[src/rtl/fpu_mul_pipe.sv]
// Three-stage pipelined IEEE-754 multiplier (unpack/classify, multiply/normalise, round/pack)
// with generic exponent/fraction widths, subnormal support, RNE rounding and valid/ready flow control.
module fpu_mul_pipe #(
  parameter int  EXP_W = 8,
  parameter int  MAN_W = 23,
  localparam int W     = 1 + EXP_W + MAN_W
) (
  input  logic         clk,
  input  logic         rst,
  input  logic         in_valid,
  output logic         in_ready,
  input  logic [W-1:0] a,
  input  logic [W-1:0] b,
  output logic         out_valid,
  input  logic         out_ready,
  output logic [W-1:0] o,
  output logic [3:0]   flags
);

  localparam int PW   = 2 * MAN_W + 2;
  localparam int EW   = EXP_W + 2;
  localparam int SW   = $clog2(PW + 1);
  localparam int XW   = EW + SW + 1;
  localparam int BIAS = (1 << (EXP_W - 1)) - 1;
  localparam logic [W-1:0] QNAN = {1'b0, {EXP_W{1'b1}}, 1'b1, {(MAN_W-1){1'b0}}};

  typedef enum logic [2:0] {
    CLS_ZERO = 3'd0,
    CLS_SUB  = 3'd1,
    CLS_NORM = 3'd2,
    CLS_INF  = 3'd3,
    CLS_NAN  = 3'd4
  } fp_cls_e;

  function automatic fp_cls_e classify(input logic [EXP_W-1:0] e, input logic [MAN_W-1:0] f);
    if (e == {EXP_W{1'b0}}) begin
      classify = (f == {MAN_W{1'b0}}) ? CLS_ZERO : CLS_SUB;
    end else if (e == {EXP_W{1'b1}}) begin
      classify = (f == {MAN_W{1'b0}}) ? CLS_INF : CLS_NAN;
    end else begin
      classify = CLS_NORM;
    end
  endfunction

  // Highest set bit wins because the scan runs from LSB to MSB.
  function automatic logic [SW-1:0] lzc(input logic [PW-1:0] v);
    lzc = SW'(PW);
    for (int i = 0; i < PW; i++) begin
      if (v[i]) begin
        lzc = SW'(PW - 1 - i);
      end else begin
        lzc = lzc;
      end
    end
  endfunction

  logic en;

  logic [EXP_W-1:0] a_exp, b_exp;
  logic [MAN_W-1:0] a_frac, b_frac;
  fp_cls_e          a_cls, b_cls;
  logic             s1_sign, s1_special;
  logic [W-1:0]     s1_res;
  logic [3:0]       s1_flags;
  logic [MAN_W:0]   s1_man_a, s1_man_b;
  logic [EXP_W-1:0] s1_eff_a, s1_eff_b;
  logic [EW-1:0]    s1_exp;

  logic [PW-1:0]    prod, norm, shifted;
  logic [SW-1:0]    lz, sh;
  logic [XW-1:0]    exp_n, sh_full, exp_sub;
  logic             tiny, lost;

  logic             inc, inexact;
  logic [MAN_W+1:0] rnd;
  logic [XW-1:0]    exp_r;
  logic [MAN_W-1:0] frac_r;
  logic [W-1:0]     res3;
  logic [3:0]       fl3;

  logic             v1_d, v1_q, sign1_d, sign1_q, spec1_d, spec1_q;
  logic [W-1:0]     res1_d, res1_q;
  logic [3:0]       fl1_d, fl1_q;
  logic [MAN_W:0]   mana1_d, mana1_q, manb1_d, manb1_q;
  logic [EW-1:0]    exp1_d, exp1_q;

  logic             v2_d, v2_q, sign2_d, sign2_q, spec2_d, spec2_q;
  logic [W-1:0]     res2_d, res2_q;
  logic [3:0]       fl2_d, fl2_q;
  logic [MAN_W:0]   mant2_d, mant2_q;
  logic [XW-1:0]    exp2_d, exp2_q;
  logic             g2_d, g2_q, r2_d, r2_q, s2_d, s2_q, tiny2_d, tiny2_q;

  logic             out_valid_d, out_valid_q;
  logic [W-1:0]     o_d, o_q;
  logic [3:0]       flags_d, flags_q;

  assign en        = !out_valid_q || out_ready;
  assign in_ready  = en;
  assign out_valid = out_valid_q;
  assign o         = o_q;
  assign flags     = flags_q;

  assign a_exp  = a[W-2 -: EXP_W];
  assign b_exp  = b[W-2 -: EXP_W];
  assign a_frac = a[MAN_W-1:0];
  assign b_frac = b[MAN_W-1:0];

  // S1: classify operands, resolve special values, form mantissas and biased exponent sum
  always_comb begin
    a_cls      = classify(a_exp, a_frac);
    b_cls      = classify(b_exp, b_frac);
    s1_sign    = a[W-1] ^ b[W-1];
    s1_man_a   = {(a_exp != {EXP_W{1'b0}}), a_frac};
    s1_man_b   = {(b_exp != {EXP_W{1'b0}}), b_frac};
    s1_eff_a   = (a_exp == {EXP_W{1'b0}}) ? EXP_W'(1) : a_exp;
    s1_eff_b   = (b_exp == {EXP_W{1'b0}}) ? EXP_W'(1) : b_exp;
    s1_exp     = EW'(s1_eff_a) + EW'(s1_eff_b) - EW'(BIAS);
    s1_special = 1'b1;
    s1_res     = QNAN;
    s1_flags   = 4'b0000;
    if (a_cls == CLS_NAN || b_cls == CLS_NAN) begin
      s1_flags[3] = (a_cls == CLS_NAN && !a_frac[MAN_W-1]) || (b_cls == CLS_NAN && !b_frac[MAN_W-1]);
    end else if ((a_cls == CLS_INF && b_cls == CLS_ZERO) || (a_cls == CLS_ZERO && b_cls == CLS_INF)) begin
      s1_flags[3] = 1'b1;
    end else if (a_cls == CLS_INF || b_cls == CLS_INF) begin
      s1_res = {s1_sign, {EXP_W{1'b1}}, {MAN_W{1'b0}}};
    end else if (a_cls == CLS_ZERO || b_cls == CLS_ZERO) begin
      s1_res = {s1_sign, {(W-1){1'b0}}};
    end else begin
      s1_special = 1'b0;
    end
  end

  // S2: full product, normalise to MSB, denormalise tiny results into guard/round/sticky
  always_comb begin
    prod    = PW'(mana1_q) * PW'(manb1_q);
    lz      = lzc(prod);
    norm    = prod << lz;
    exp_n   = {{(XW-EW){exp1_q[EW-1]}}, exp1_q} + XW'(1) - XW'(lz);
    tiny    = exp_n[XW-1] || (exp_n == {XW{1'b0}});
    sh_full = XW'(1) - exp_n;
    sh      = (sh_full > XW'(PW)) ? SW'(PW) : sh_full[SW-1:0];
    if (tiny) begin
      shifted = norm >> sh;
      lost    = |(norm & ~({PW{1'b1}} << sh));
      exp_sub = {XW{1'b0}};
    end else begin
      shifted = norm;
      lost    = 1'b0;
      exp_sub = exp_n;
    end
  end

  // S3: round to nearest even, detect overflow/underflow, pick special or arithmetic result
  always_comb begin
    inc     = g2_q & (r2_q | s2_q | mant2_q[0]);
    rnd     = {1'b0, mant2_q} + {{(MAN_W+1){1'b0}}, inc};
    inexact = g2_q | r2_q | s2_q;
    if (exp2_q == {XW{1'b0}}) begin
      exp_r = {{(XW-1){1'b0}}, rnd[MAN_W]};
    end else begin
      exp_r = exp2_q + {{(XW-1){1'b0}}, rnd[MAN_W+1]};
    end
    frac_r = rnd[MAN_W+1] ? {MAN_W{1'b0}} : rnd[MAN_W-1:0];
    if (spec2_q) begin
      res3 = res2_q;
      fl3  = fl2_q;
    end else if (exp_r >= XW'({EXP_W{1'b1}})) begin
      res3 = {sign2_q, {EXP_W{1'b1}}, {MAN_W{1'b0}}};
      fl3  = 4'b0101;
    end else begin
      res3 = {sign2_q, exp_r[EXP_W-1:0], frac_r};
      fl3  = {1'b0, 1'b0, tiny2_q & inexact, inexact};
    end
  end

  // Next-state for all pipeline registers: advance on enable, hold otherwise
  always_comb begin
    v1_d        = en ? in_valid   : v1_q;
    sign1_d     = en ? s1_sign    : sign1_q;
    spec1_d     = en ? s1_special : spec1_q;
    res1_d      = en ? s1_res     : res1_q;
    fl1_d       = en ? s1_flags   : fl1_q;
    mana1_d     = en ? s1_man_a   : mana1_q;
    manb1_d     = en ? s1_man_b   : manb1_q;
    exp1_d      = en ? s1_exp     : exp1_q;
    v2_d        = en ? v1_q       : v2_q;
    sign2_d     = en ? sign1_q    : sign2_q;
    spec2_d     = en ? spec1_q    : spec2_q;
    res2_d      = en ? res1_q     : res2_q;
    fl2_d       = en ? fl1_q      : fl2_q;
    mant2_d     = en ? shifted[PW-1 -: MAN_W+1] : mant2_q;
    exp2_d      = en ? exp_sub    : exp2_q;
    g2_d        = en ? shifted[MAN_W]   : g2_q;
    r2_d        = en ? shifted[MAN_W-1] : r2_q;
    s2_d        = en ? ((|shifted[MAN_W-2:0]) | lost) : s2_q;
    tiny2_d     = en ? tiny       : tiny2_q;
    out_valid_d = en ? v2_q       : out_valid_q;
    o_d         = (en && v2_q) ? res3 : o_q;
    flags_d     = (en && v2_q) ? fl3  : flags_q;
  end

  // Pipeline state registers with synchronous reset
  always_ff @(posedge clk) begin
    if (rst) begin
      v1_d_unused_guard: begin end
      v1_q        <= 1'b0;
      sign1_q     <= 1'b0;
      spec1_q     <= 1'b0;
      res1_q      <= {W{1'b0}};
      fl1_q       <= 4'b0000;
      mana1_q     <= {(MAN_W+1){1'b0}};
      manb1_q     <= {(MAN_W+1){1'b0}};
      exp1_q      <= {EW{1'b0}};
      v2_q        <= 1'b0;
      sign2_q     <= 1'b0;
      spec2_q     <= 1'b0;
      res2_q      <= {W{1'b0}};
      fl2_q       <= 4'b0000;
      mant2_q     <= {(MAN_W+1){1'b0}};
      exp2_q      <= {XW{1'b0}};
      g2_q        <= 1'b0;
      r2_q        <= 1'b0;
      s2_q        <= 1'b0;
      tiny2_q     <= 1'b0;
      out_valid_q <= 1'b0;
      o_q         <= {W{1'b0}};
      flags_q     <= 4'b0000;
    end else begin
      v1_q        <= v1_d;
      sign1_q     <= sign1_d;
      spec1_q     <= spec1_d;
      res1_q      <= res1_d;
      fl1_q       <= fl1_d;
      mana1_q     <= mana1_d;
      manb1_q     <= manb1_d;
      exp1_q      <= exp1_d;
      v2_q        <= v2_d;
      sign2_q     <= sign2_d;
      spec2_q     <= spec2_d;
      res2_q      <= res2_d;
      fl2_q       <= fl2_d;
      mant2_q     <= mant2_d;
      exp2_q      <= exp2_d;
      g2_q        <= g2_d;
      r2_q        <= r2_d;
      s2_q        <= s2_d;
      tiny2_q     <= tiny2_d;
      out_valid_q <= out_valid_d;
      o_q         <= o_d;
      flags_q     <= flags_d;
    end
  end

endmodule

[config.mk]
export PLATFORM = sky130hd
export DESIGN_NAME = fpu_mul_pipe
export DESIGN_NICKNAME = d
export VERILOG_FILES = /design/src/rtl/fpu_mul_pipe.sv
export SDC_FILE = /design/constraint.sdc
export NUM_CORES = 2
export LEC_CHECK = 0
export ABC_AREA = 1
export CAP_MARGIN = 5
export CORE_UTILIZATION = 50
export DETAILED_ROUTE_END_ITERATION = 10
export PLACE_DENSITY_LB_ADDON = 0.15
export SLEW_MARGIN = 5
export SYNTH_ARGS = -nofsm -noshare
export SYNTH_HDL_FRONTEND = slang
export SYNTH_SLANG_ARGS = --single-unit
[constraint.sdc]
create_clock -name clk -period 32.1 [get_ports clk]
set_clock_uncertainty 0.15 [all_clocks]
set_input_delay 3.21 -clock clk [delete_from_list [all_inputs] [get_ports clk]]
set_output_delay 3.21 -clock clk [all_outputs]
set_load 0.005 [all_outputs]
==> reports/metrics.yaml <==
status: "complete, no violations"
critPathMostFrequentCell: "sky130_fd_sc_hd__nand2_1"
share_of_flip_flops_with_an_asynchronous_set_or_reset_after_synthesis_pct: 0
max_cap_viol_count: 0
final_net_count: 5932
ys.flop_type: "sky130_fd_sc_hd__dfxtp_1"
category_of_the_worst_setup_path_capture_point: "flip-flop"
worstRegToRegCells: 71
finalNonFillerCells: 6059
grt_first_pass_wirelength_um: 184000
synth_warnings: 0
timing.final.crit_period_ps: 15800
synth_sequential_area_ratio_pct: 8.64
grt-busiest-layer: "met2"
worst-endpoint-required_ps: 32320
grtUsageMet2_pct: 51.0
reg2reg_slack_ps: 16300
clock_insertion_delay_worst_skew_ps: 500
antenna_found_initial: 2
vias: 33200
rows: 95
detail_route.wirelength_um: 115000
dieHeight_um: 265
resized_after_cts: 0
critical-path-max-stage-delay_ps: 1110
cts.clk_slew.worst_paths_ps: 80
total_leakage_power_uw: 0.0207
synth-seq-cells: 149
drt_pass1_iterations: 7
cp_slowest_cell: "sky130_fd_sc_hd__dfxtp_1"
post_cts_buffers: 0
netlist_top_cells_count: "1,292 x sky130_fd_sc_hd__nand2_1, 1,289 x sky130_fd_sc_hd__inv_1, 645 x sky130_fd_sc_hd__nand3_1, 484 x sky130_fd_sc_hd__fa_1, 264 x sky130_fd_sc_hd__nor2_1"
fmax_ghz: 0.0633
grt_start_max_net_pins: 94
tightestPinTransition_ps: 1240
vdd_ir_drop_max_uv: 84.3
synth_largest_type_area_fraction_pct: 28.1
hold_depth: 2
synth_fp_nets: 6054
cts_root_buf: "sky130_fd_sc_hd__clkbuf_16"
critical_path_arrival_ps: 16030
cts_made_buffers: 17
detail_route.drc_violations: 0
worstReg2RegStart: "mana1_q[19]$_SDFFE_PP0N_"
finalWeightedCongestion: 1.03
cts_tree: "yes"
worst_hold_path_type: "reg2reg"
place.port_buffers: 105
initial_utilization_pct: 50.9
synth_cells: 5293
synth_area_leaders: "sky130_fd_sc_hd__fa_1 28%, sky130_fd_sc_hd__nand2_1 14%, sky130_fd_sc_hd__inv_1 14%"
power_density_mw_per_mm2: 103
num_io_pins: 106
core_region_area_mm2: 0.0678
htree_levels: 4
final_layout_size_suffix_gt1_share_pct: 3.22
slew_limit_headroom_pct: 16.9
setup_viol: 0
start_kind: "flip-flop"
min_to: "sign1_q$_SDFFE_PP0N_"
period_share_pct: 49.2
met1_usage_pct: 49.0
cts.sink_count: 149
synth.lib_cells_used.distinct: 60
detailedRoute.firstIterationViolations: 3730
finalSetupTns_ps: 0
met3_usage_pct: 7.42
crit_path_max_fanout: 52
placedCellCount: 6025
final_antenna_net_count: 0
synth_largest_area_cell: "sky130_fd_sc_hd__fa_1"
final_hold_viol_count: 0
synth_enable_flop_cells: 0
routedWlPerCell_um: 19.0
die_width_um: 265
die_area_mm2: 0.0701
globalRouteOverflowTotal: 0
rsz0062_at_grt: "no"
synth.most_common_cell: "sky130_fd_sc_hd__nand2_1"
hold_path_startpoint: "sign1_q$_SDFFE_PP0N_"
dp_hpwl_um: 90700
clk_path_buf_depth: 2
grt.total_usage_pct: 34.0
grt_pass1_vias: 32600
via_per_inst: 5.47
area.growth.synth_to_final_pct: 5.56
report.final.slew_viol_count: 0
r2r_endpoint: "s2_q$_SDFFE_PP0N_"
syn_area_mm2: 0.0345
mean_instance_size_in_the_synthesized_netlist_um2: 6.52
ctsHoldBuffers: 0
final.fill_count: 6905
worst-setup-path-type: "reg2reg"
==> registers in the layout, indices dropped and copies added (netlist names), 3 cells and up <==
register,count
res2_q,3
mana1_q,24
exp1_q,10
o,32
res1_q,3
flags,4
mant2_q,24
exp2_q,12
manb1_q,24
==> placed cells by master, fill, tap and decap left out, types with 6 or more instances in the layout <==
| cell type | count |
|---|---|
| sky130_fd_sc_hd__nand2_1 | 1292 |
| sky130_fd_sc_hd__inv_1 | 1288 |
| sky130_fd_sc_hd__nand3_1 | 645 |
| sky130_fd_sc_hd__fa_1 | 484 |
| sky130_fd_sc_hd__nor2_1 | 261 |
| sky130_fd_sc_hd__ha_1 | 209 |
| sky130_fd_sc_hd__a21oi_1 | 155 |
| sky130_fd_sc_hd__o21ai_0 | 153 |
| sky130_fd_sc_hd__dfxtp_1 | 144 |
| sky130_fd_sc_hd__clkdlybuf4s50_1 | 104 |
| sky130_fd_sc_hd__buf_4 | 52 |
| sky130_fd_sc_hd__nand4_1 | 46 |
| sky130_fd_sc_hd__xor2_1 | 43 |
| sky130_fd_sc_hd__a31oi_1 | 26 |
| sky130_fd_sc_hd__nor3_1 | 25 |
| sky130_fd_sc_hd__o21ai_1 | 22 |
| sky130_fd_sc_hd__o211ai_1 | 22 |
| sky130_fd_sc_hd__nor4_1 | 21 |
| sky130_fd_sc_hd__clkbuf_16 | 17 |
| sky130_fd_sc_hd__nand2_2 | 16 |
| sky130_fd_sc_hd__inv_2 | 16 |
| sky130_fd_sc_hd__nand3_2 | 12 |
| sky130_fd_sc_hd__xnor2_1 | 11 |
| sky130_fd_sc_hd__a221oi_1 | 10 |
| sky130_fd_sc_hd__nand3b_1 | 9 |
| sky130_fd_sc_hd__o21bai_1 | 8 |
| sky130_fd_sc_hd__nor2_2 | 6 |
| sky130_fd_sc_hd__a21oi_2 | 6 |
==> power breakdown <==
group          switching [µW]  leakage (µW)  internal, µW
logic                    2320        0.0192           971
registers                38.0       0.00123           211
clock network             107      0.000291           112
total                    2460        0.0207          1290
==> layout make-up <==
| class | count | area, µm² | share of cell area [%] |
|---|---|---|---|
| multi-input cells | 3538 | 25400 | 69.7 |
| inverters | 1308 | 4910 | 13.5 |
| flip-flops and latches | 149 | 2990 | 8.21 |
| repair buffers | 157 | 1440 | 3.94 |
| well taps | 873 | 1090 | 3.00 |
| clock buffers | 18 | 439 | 1.21 |
| clock inverters | 14 | 158 | 0.433 |
| diodes | 2 | 5.00 | 0.0137 |
==> metal layers <==
layer	vias up	wire, µm
li1	15700	-
met1	15900	52300
met2	1373	48700
met3	171	11200
met4	2	3150
met5	-	9
==> stage by stage <==
step / total power (µW) / worst slack (ps) / hold slack (ps) / cell area, µm² / utilization (%)
after floorplan: 2510 / 20520 / 285 / 34500 / -
after global placement: 3440 / 16760 / 302 / 35800 / 52.9
after detailed placement: 3410 / 16590 / 305 / 35800 / 52.9
after CTS: 3650 / 16540 / 317 / 36400 / 53.8
after global routing: 4140 / 15050 / 336 / 36400 / 53.8
final: 3760 / 16300 / 313 / 36400 / 53.8
==> critical path, delay by kind of cell, from the launching register on <==
family                   cells  cell delay [ps]
buffers and inverters       12             1660
AND/OR/NAND/NOR             39             6240
AO/OA/AOI/OAI                8             1660
adder cells (fa/ha/maj)     11             4570
XOR/XNOR                     1              240
flip-flops                   1             1110
==> how the worst max path moves through the flow <==
| stage | startpoint | to | slack (ps) |
|---|---|---|---|
| after floorplan | mana1_q[21]$_SDFFE_PP0N_ | s2_q$_SDFFE_PP0N_ | 20520 |
| after global routing | manb1_q[6]$_SDFFE_PP0N_ | s2_q$_SDFFE_PP0N_ | 15050 |
| after global placement | mana1_q[19]$_SDFFE_PP0N_ | s2_q$_SDFFE_PP0N_ | 16760 |
| after CTS | mana1_q[19]$_SDFFE_PP0N_ | s2_q$_SDFFE_PP0N_ | 16540 |
| after detailed placement | mana1_q[19]$_SDFFE_PP0N_ | s2_q$_SDFFE_PP0N_ | 16590 |
| final | mana1_q[19]$_SDFFE_PP0N_ | s2_q$_SDFFE_PP0N_ | 16300 |
==> cells by family after synthesis <==
group / Yosys count / share of synthesized area (%)
adder cells (fa/ha/maj): 693 / 35.7
flip-flops: 149 / 8.64
buffers and inverters: 1606 / 17.8
XOR/XNOR: 57 / 1.51
AO/OA/AOI/OAI: 436 / 7.19
AND/OR/NAND/NOR: 2352 / 29.1
Power figures use the tool's default switching activity.
